### src/rtl/nios_avalon_st_adapter_data_format_adapter_0.sv
// Avalon-ST 32-bit to 8-bit symbol serializer: one held word, emitted one symbol per cycle.
// Optional macro NIOS_DFA_ERROR_EN carries in_error through to out_error; undefined ties it to 0.
module nios_avalon_st_adapter_data_format_adapter_0 #(
  parameter int SYMBOL_ORDER_BE = 1
) (
  input  logic       clk,
  input  logic       reset,
  output logic       in_ready,
  input  logic       in_valid,
  input  logic [31:0] in_data,
  input  logic [5:0] in_error,
  input  logic       in_startofpacket,
  input  logic       in_endofpacket,
  input  logic [1:0] in_empty,
  input  logic       out_ready,
  output logic       out_valid,
  output logic [7:0] out_data,
  output logic [5:0] out_error,
  output logic       out_startofpacket,
  output logic       out_endofpacket
);

  // Handshake: a word moves in when in_valid && in_ready, a byte moves out when
  // out_valid && out_ready; neither side waits on the other's valid to assert ready.
  logic [31:0] data_q;
  logic        sop_q;
  logic        eop_q;
  logic [1:0]  empty_q;
  logic        full_q;
  logic [1:0]  idx_q;

  logic [1:0]  last_idx;
  logic [1:0]  sym_sel;
  logic        at_last;
  logic        byte_xfer;
  logic        accept;

  // empty_q is only loaded for eop words, so it is zero otherwise.
  assign last_idx  = eop_q ? (2'd3 - empty_q) : 2'd3;
  assign at_last   = (idx_q == last_idx);
  assign byte_xfer = full_q && out_ready;
  assign in_ready  = !full_q || (out_ready && at_last);
  assign accept    = in_valid && in_ready && !reset;

  always_ff @(posedge clk) begin
    if (reset) begin
      data_q  <= '0;
      sop_q   <= 1'b0;
      eop_q   <= 1'b0;
      empty_q <= '0;
      full_q  <= 1'b0;
      idx_q   <= '0;
    end else if (accept) begin
      data_q  <= in_data;
      sop_q   <= in_startofpacket;
      eop_q   <= in_endofpacket;
      empty_q <= in_endofpacket ? in_empty : 2'd0;
      full_q  <= 1'b1;
      idx_q   <= '0;
    end else if (byte_xfer) begin
      if (at_last) begin
        full_q <= 1'b0;
        idx_q  <= '0;
      end else begin
        idx_q  <= idx_q + 2'd1;
      end
    end
  end

`ifdef NIOS_DFA_ERROR_EN
  logic [5:0] error_q;

  always_ff @(posedge clk) begin
    if (reset) begin
      error_q <= '0;
    end else if (accept) begin
      error_q <= in_error;
    end
  end

  assign out_error = error_q;
`else
  logic unused_in_error;
  assign unused_in_error = ^in_error;
  assign out_error       = 6'd0;
`endif

  // Big-endian order sends in_data[31:24] as symbol 0.
  assign sym_sel = (SYMBOL_ORDER_BE != 0) ? (2'd3 - idx_q) : idx_q;

  always_comb begin
    out_data = 8'd0;
    case (sym_sel)
      2'd0: out_data = data_q[7:0];
      2'd1: out_data = data_q[15:8];
      2'd2: out_data = data_q[23:16];
      2'd3: out_data = data_q[31:24];
      default: out_data = 8'd0;
    endcase
  end

  assign out_valid         = full_q;
  assign out_startofpacket = sop_q && (idx_q == 2'd0);
  assign out_endofpacket   = eop_q && at_last;

endmodule

### config.mk
export PLATFORM = sky130hd
export DESIGN_NAME = nios_avalon_st_adapter_data_format_adapter_0
export DESIGN_NICKNAME = d
export VERILOG_FILES = /design/src/rtl/nios_avalon_st_adapter_data_format_adapter_0.sv
export SDC_FILE = /design/constraint.sdc
export NUM_CORES = 1
export LEC_CHECK = 0
export ABC_AREA = 1
export CELL_PAD_IN_SITES_DETAIL_PLACEMENT = 0
export CELL_PAD_IN_SITES_GLOBAL_PLACEMENT = 2
export CORE_AREA = 2 2 92 94
export DETAILED_ROUTE_END_ITERATION = 8
export DIE_AREA = 0 0 94 96
export HOLD_SLACK_MARGIN = 0.08
export PLACE_DENSITY_LB_ADDON = 0.1
export SYNTH_ARGS = -nofsm -noshare
export SYNTH_HDL_FRONTEND = slang
export SYNTH_SLANG_ARGS = --single-unit
### constraint.sdc
create_clock -name clk -period 2.1 [get_ports clk]
set_clock_uncertainty 0.15 [all_clocks]
set_input_delay 0.63 -clock clk [delete_from_list [all_inputs] [get_ports clk]]
set_output_delay 0.63 -clock clk [all_outputs]
set_load 0.05 [all_outputs]
==> results.env, run 1 <==
OUTCOME='finished, violations left'
FAILING_CHECKS='negative setup slack'
DRC_ERRORS=0
ANTENNA_FOUND_INITIAL=0
FINALNONFILLERCELLS=424
POWER.IR.VDD_WORST_V=0.0002309
CLK_ROOT_BUFFER_CELL='sky130_fd_sc_hd__clkbuf_8'
FINALWORSTPATHREQUIREDPERIOD_NS=2.345
WORST_HOLD_PATH_TYPE='flip-flop to flip-flop'
INITIAL_UTILIZATION_PCT=24.18
HTREE_NUM_LEVELS=2
RSZ0062_AT_GRT='true'
SYNTH.LIB_CELLS_USED.DISTINCT=20
FINALMAXSLEWVIOLATIONS=0
CORE_AREA_MM2=0.008051
GLOBALROUTETOTALUTIL_PCT=14.05
CRIT_PATH_END_KIND='output pin'
FIRST_GLOBAL_VIAS=1831
CLOCK-SINKS=39
MAXCAPVIOLCOUNT=0
DRIVE_ABOVE_1_SHARE_PCT=29.47
AVGROUTEDWIREPERCELL_UM=14.23
FINALHOLDVIOLCOUNT=0
SYNTH_SEQ_AREA_SHARE_PCT=40.10
FIRST_PASS_ITERS=4
MAXIMUM_NUMBER_OF_PINS_ON_ONE_NET_BEFORE_GLOBAL_ROUTE_REPAIR=48
ROWS=33
DIE_W_UM=94
FIRST_PASS_GRT_WIRE_LENGTH_MM=9.708
DIE_Y_UM=96
DATA_REQUIRED_CRITICAL_PATH_NS=1.32
REG2REG_SLACK_NS=0.29
ANTENNADIODECOUNT=0
VIAS=1939
DETAILEDPLACEMENTHPWL_MM=4.065
YS_WARN_COUNT=0
CTS_TREE='yes'
CRIT_TYPE='flip-flop to output pin'
DRTANTENNAVIOLNETS=0
SYN_AREA_PER_CELL_UM2=7.575
CLK_PATH_BUF_DEPTH=2
MIN_PERIOD_OVER_PERIOD_PCT=111.7
CELLLEAKAGEPOWER_nW=1.331
CRITPATHMAXFANOUT=7
FLOORPLAN.IO_PINS=64
CTS.CLK_SLEW.WORST_PATHS_NS=0.08
CRIT_PATH_LAUNCH_TYPE='flip-flop'
TIMING.CRITICAL_PATH.ARRIVAL_NS=1.57
NUMBER_OF_CLOCK_BUFFERS_INSERTED_BY_TRITONCTS=5
FINALWIRELENGTH_MM=6.035
DIE_AREA_MM2=0.009024
SYNTHESIS.AREA_MM2=0.001947
SYNTH.FF_LATCH_COUNT=39
GLOBALROUTEOVERFLOWTOTAL=0
PLACEMENT.IO_BUFFERS=51
TIMING.FINAL.WS_SETUP_NS=-0.2451
ROUTED_VIA_DENSITY=4.573
NETS=368
SYN2LAYOUT_AREA_GROWTH_PCT=68.06
GP_CONGESTION=0.7332
CLOCK.FMAX_MHz=426.4
DRT-INITIAL-DRC-COUNT=43
CELL_COUNT_AFTER_PLACEMENT=408
POSTSYNTHCELLCOUNT=257
POWER_DENSITY_CELLS_mW_PER_MM2=550.3
WORSTSKEWPAIRLATENCY_NS=0.28
SETUP_VIOL=11
TNS_NS=-1.931
==> flip-flops by register name (all words and copies together), names as in the netlist <==
name and cells:
eop_q 1, sop_q 1, empty_q 2, data_q 32, idx_q 2, out_valid 1
==> final cells by class <==
type,count,area [µm²]
Sequential cell,39,784.5
Multi-Input combinational cell,176,1254
Tap cell,105,131.4
Clock buffer,7,76.32
Inverter,17,63.81
Timing Repair Buffer,79,957.2
Fill cell,842,4780
Clock inverter,1,5.005
==> stage by stage <==
step	power, mW	cell area (µm²)	hold slack [ns]	util (%)	setup slack, ns
after global routing	1.890	3272	0.3330	40.64	-0.3118
after global placement	1.295	2927	0.2963	36.35	-0.1212
after detailed placement	1.296	2927	0.3032	36.35	-0.1566
final	1.801	3272	0.3113	40.64	-0.2451
after CTS	1.819	3227	0.3142	40.08	-0.2720
after floorplan	1.090	2156	0.2875	-	-0.01530
==> Yosys cell counts <==
| cell | number | share of area (%) |
|---|---|---|
| sky130_fd_sc_hd__nand4_1 | 36 | 12 |
| sky130_fd_sc_hd__a31oi_1 | 1 | 0.32 |
| sky130_fd_sc_hd__nor2_1 | 4 | 0.77 |
| sky130_fd_sc_hd__nand2_2 | 2 | 0.64 |
| sky130_fd_sc_hd__a32oi_1 | 8 | 3.6 |
| sky130_fd_sc_hd__conb_1 | 1 | 0.19 |
| sky130_fd_sc_hd__buf_1 | 4 | 0.77 |
| sky130_fd_sc_hd__clkbuf_1 | 10 | 1.9 |
| sky130_fd_sc_hd__inv_2 | 2 | 0.39 |
| sky130_fd_sc_hd__buf_6 | 5 | 2.9 |
| sky130_fd_sc_hd__nand2_1 | 66 | 13 |
| sky130_fd_sc_hd__buf_4 | 7 | 2.7 |
| sky130_fd_sc_hd__inv_1 | 15 | 2.9 |
| sky130_fd_sc_hd__o21ai_0 | 1 | 0.26 |
| sky130_fd_sc_hd__ha_1 | 4 | 2.6 |
| sky130_fd_sc_hd__a21oi_1 | 9 | 2.3 |
| sky130_fd_sc_hd__nand3_2 | 9 | 4.6 |
| sky130_fd_sc_hd__nand3_1 | 30 | 7.7 |
| sky130_fd_sc_hd__buf_2 | 4 | 1.0 |
| sky130_fd_sc_hd__dfxtp_1 | 39 | 40 |
==> per-layer routing <==
layer	vias to the layer above	global-route usage, %	routed length [µm]
met3	2	3.132	225
met4	0	3.623	41
met5	-	0	0
met2	34	22.20	2882
li1	1000	-	-
met1	903	19.41	2885
==> what timing repair did <==
action / CTS / global route
hold buffers: 0 / 0
cloned: 1 / 0
buffers inserted: 6 / 1
gates resized for setup: 34 / 11
pin swaps: 11 / 9
setup endpoints to repair: 11 / 11
==> critical path, cell delays in order (launching register included) <==
cell                      delay, ns
sky130_fd_sc_hd__dfxtp_2       0.34
sky130_fd_sc_hd__buf_6         0.12
sky130_fd_sc_hd__ha_4          0.19
sky130_fd_sc_hd__buf_16        0.16
sky130_fd_sc_hd__a21oi_4       0.04
sky130_fd_sc_hd__a32oi_4       0.25
sky130_fd_sc_hd__buf_12        0.17
==> report_power, final <==
| part | total [mW] | switching, mW | leakage (nW) | internal, mW |
|---|---|---|---|---|
| combinational | 0.478 | 0.252 | 0.967 | 0.226 |
| sequential | 0.821 | 0.0345 | 0.322 | 0.787 |
| clock | 0.501 | 0.268 | 0.0422 | 0.234 |
==> cell usage in the layout (no fill, tap or decap), types with 8 or more instances in the layout <==
| cell type | netlist | routed |
|---|---|---|
| sky130_fd_sc_hd__nand4_1 | 36 | 36 |
| sky130_fd_sc_hd__buf_4 | 7 | 15 |
| sky130_fd_sc_hd__nand3_2 | 9 | 10 |
| sky130_fd_sc_hd__buf_12 | 0 | 18 |
| sky130_fd_sc_hd__nand2_1 | 66 | 57 |
| sky130_fd_sc_hd__inv_1 | 15 | 13 |
| sky130_fd_sc_hd__a32oi_4 | 0 | 8 |
| sky130_fd_sc_hd__clkdlybuf4s50_1 | 0 | 38 |
| sky130_fd_sc_hd__nand2_2 | 2 | 8 |
| sky130_fd_sc_hd__dfxtp_1 | 39 | 36 |
| sky130_fd_sc_hd__nand3_1 | 30 | 29 |
==> worst paths after layout <==
kind	startpoint	endpoint	cells after the start
worst max-delay path	idx_q[0]$_SDFFE_PP0P_	out_data[7]	6
worst max register to register	idx_q[0]$_SDFFE_PP0P_	idx_q[1]$_SDFFE_PP0P_	12
worst min-delay path	data_q[7]$_SDFFE_PP0P_	data_q[7]$_SDFFE_PP0P_	2
worst min register to register	data_q[7]$_SDFFE_PP0P_	data_q[7]$_SDFFE_PP0P_	2
==> cell families after synthesis <==
logic type / share of synthesized area, %
other: 0.1926
buffers and inverters: 12.60
DFF: 40.10
adders and majority gates: 2.571
and+or+nand+nor: 38.05
AOI/OAI and AO/OA: 6.491
No activity file was read; power rests on OpenSTA's default activity.
==> run 2, diff against run 1 <==
==> constraint.sdc (replaced) <==
create_clock -name clk -period 2.1 [get_ports clk]
set_clock_uncertainty 0.15 [all_clocks]
set_input_delay 0.21 -clock clk [delete_from_list [all_inputs] [get_ports clk]]
set_output_delay 0.21 -clock clk [all_outputs]
set_load 0.05 [all_outputs]
==> results.env, run 2 (synthesis results as in run 1) <==
CLK_PATH_BUF_DEPTH=2  # unchanged
DRT-INITIAL-DRC-COUNT=62  # +44%
CRIT-REG2REG-CAPTURE='idx_q[0]$_SDFFE_PP0P_'
REG2REG_SLACK_NS=0.39  # +0.10 ns
ANTENNADIODECOUNT=0  # unchanged
CRIT_PATH_LAUNCH_TYPE='flip-flop'
WORST_HOLD_PATH_TYPE='flip-flop to flip-flop'
POST-ROUTE-UTIL_PCT=34.84  # -5.8 points
CLOCK.FMAX_MHz=494.8  # +16%
FINALWIRELENGTH_MM=5.714  # -5.3%
HIGHEST_LAYER='met4'
RSZ0062_AT_GRT='true'
TIMING.CRITICAL_PATH.ARRIVAL_NS=1.66  # +0.09 ns
GP_CONGESTION=0.7455  # +1.7%
ROUTED_WIRE_LENGTH_ON_MET2_MM=2.622  # -9.0%
FINALMAXSLEWVIOLATIONS=0  # unchanged
DRC_ERRORS=0  # unchanged
SETUP_VIOL=0  # -11
FINALHOLDVIOLCOUNT=0  # unchanged
CELLLEAKAGEPOWER_nW=1.166  # -12%
OUTCOME='finished clean'
HOLD_PATH_DEPTH=2  # unchanged
FIRST_PASS_GRT_WIRE_LENGTH_MM=9.170  # -5.5%
DRTANTENNAVIOLNETS=0  # unchanged
CELL_COUNT_AFTER_PLACEMENT=397  # -2.7%
CTS_TREE='yes'
POST_CTS_BUFFERS=0  # -6
HTREE_NUM_LEVELS=2  # unchanged
SYN2LAYOUT_AREA_GROWTH_PCT=44.09
DIE_W_UM=94  # unchanged
WORST_R2R_PATH_DEPTH=10  # -2
MIN_PERIOD_OVER_PERIOD_PCT=96.23  # -15 points
INITIAL_UTILIZATION_PCT=24.18  # unchanged
MIN-DELAY-START='sop_q$_SDFFE_PP0P_'
NUMBER_OF_CLOCK_BUFFERS_INSERTED_BY_TRITONCTS=5  # unchanged
WL_MET1_MM=2.811  # -2.6%
NETS=349  # -5.2%
FLOORPLAN.IO_PINS=64  # unchanged
GLOBALROUTEOVERFLOWTOTAL=0  # unchanged
GLOBALROUTETOTALUTIL_PCT=13.25  # -0.80 points
POWER.IR.VDD_WORST_V=0.0001946  # -16%
CLK_ROOT_BUFFER_CELL='sky130_fd_sc_hd__clkbuf_8'
TNS_NS=0  # +1.931 ns
FINALNONFILLERCELLS=405  # -4.5%
LAYOUT_COMMONEST_CELL='sky130_fd_sc_hd__nand2_1'
CLOCK-SINKS=39  # unchanged
CRIT_TYPE='flip-flop to output pin'
ROWS=33  # unchanged
FINALWORSTPATHREQUIREDPERIOD_NS=2.021  # -0.3241 ns
PLACEMENT.IO_BUFFERS=51  # unchanged
AVGROUTEDWIREPERCELL_UM=14.11  # -0.88%
DIE_AREA_MM2=0.009024  # unchanged
DRIVE_ABOVE_1_SHARE_PCT=18.33  # -11 points
WORSTSKEWPAIRLATENCY_NS=0.29  # about the same
DATA_REQUIRED_CRITICAL_PATH_NS=1.74  # +0.42 ns
CRIT_PATH_END_KIND='output pin'
FIRST_GLOBAL_VIAS=1738  # -5.1%
ANTENNA_FOUND_INITIAL=0  # unchanged
DR_WL_MET3_UM=227  # +0.89%
LARGESTREGISTERS='data_q x32, empty_q x2, idx_q x2'
MAXCAPVIOLCOUNT=0  # unchanged
MOSTFREQUENTLAYOUTCELLS='sky130_fd_sc_hd__nand2_1 (66), sky130_fd_sc_hd__clkdlybuf4s50_1 (40), sky130_fd_sc_hd__dfxtp_1 (37)'
MIN_DELAY_WORST_ENDPOINT='sop_q$_SDFFE_PP0P_'
DIE_Y_UM=96  # unchanged
WORST_HOLD_SLACK_NS=0.3117  # +0.0003960 ns
FILL_CELLS=887  # +5.3%
CORE_AREA_MM2=0.008051  # unchanged
CTS.CLK_SLEW.WORST_PATHS_NS=0.07  # about the same
ROUTED_VIA_DENSITY=4.602  # +0.64%
REGISTERS.TOP_BY_FF_COUNT='data_q'
VIAS=1864  # -3.9%
RR_STARTPOINT='idx_q[1]$_SDFFE_PP0P_'
FIRST_PASS_ITERS=4  # unchanged
LARGEST_REGISTER_FF_COUNT=32  # unchanged
CP-STARTPOINT='idx_q[1]$_SDFFE_PP0P_'
CRITPATHMAXFANOUT=5  # -2
POWER_DENSITY_CELLS_mW_PER_MM2=638.7  # +16%
MAXIMUM_NUMBER_OF_PINS_ON_ONE_NET_BEFORE_GLOBAL_ROUTE_REPAIR=74  # +54%
DETAILEDPLACEMENTHPWL_MM=3.814  # -6.2%
HOLD_BUFFERS=0  # unchanged
[run 2: changes by cell type in the layout (fill, tap and decap cells not counted), sizes merged]
cell | before | now
clkdlybuf4s50 | 38 | 40
dlygate4sd2 | 1 | 0
clkinv | 1 | 0
clkbuf | 7 | 8
buf | 40 | 20
[run 2: worst max path at each step]
| stage | cells past startpoint | slack, ns | endpoint |
|---|---|---|---|
| floorplan | 5 | -0.19 | out_data[1] |
| global placement | 5 | 0.23 | out_data[2] |
| detailed placement | 5 | 0.23 | out_data[2] |
| CTS | 6 | 0.0005 | out_data[6] |
| global route | 6 | -0.01 | out_data[2] |
| finish | 6 | 0.08 | out_data[5] |
[run 2: layer usage]
layer	global-route usage, %	up-vias
met4	4.710	0
met3	2.741	5
met2	20.30	33
li1	-	956
met5	0	-
met1	18.45	870
[run 2: worst max-delay path, stage by stage, from the launching register on]
cell and delay, ns:
sky130_fd_sc_hd__dfxtp_2 0.36, sky130_fd_sc_hd__inv_1 0.11, sky130_fd_sc_hd__ha_1 0.23, sky130_fd_sc_hd__buf_4 0.17, sky130_fd_sc_hd__a21oi_1 0.19, sky130_fd_sc_hd__a32oi_2 0.15, sky130_fd_sc_hd__buf_12 0.17
[run 2: through the flow]
| stage | instance area [µm²] | total power, mW | worst slack, ns |
|---|---|---|---|
| 2_1_floorplan | 1966 | 1.062 | -0.1909 |
| 3_3_place_gp | 2616 | 1.242 | 0.2285 |
| 3_5_place_dp | 2616 | 1.244 | 0.2335 |
| 4_1_cts | 2743 | 1.820 | 0.0005250 |
| 5_1_grt | 2805 | 1.888 | -0.01397 |
| 6_report | 2805 | 1.792 | 0.07907 |
[run 2: what timing repair did]
action | in CTS | in global routing
gates resized for setup | 5 | 12
pin swaps | 0 | 1
setup endpoints to repair | 8 | 8
[run 2: report_power, final]
part / internal (mW) / total [mW] / switching (mW)
clock: 0.300 / 0.560 / 0.260
combinational: 0.186 / 0.416 / 0.230
sequential: 0.786 / 0.816 / 0.0303
total: 1.27 / 1.79 / 0.520
[run 2: cell type report]
class	count	area [µm²]	share of cell area, %
multi-input cells	176	1023	36.49
flip-flops and latches	39	785.8	28.01
repair buffers	60	700.7	24.98
well taps	105	131.4	4.683
clock buffers	8	100.1	3.568
inverters	17	63.81	2.275
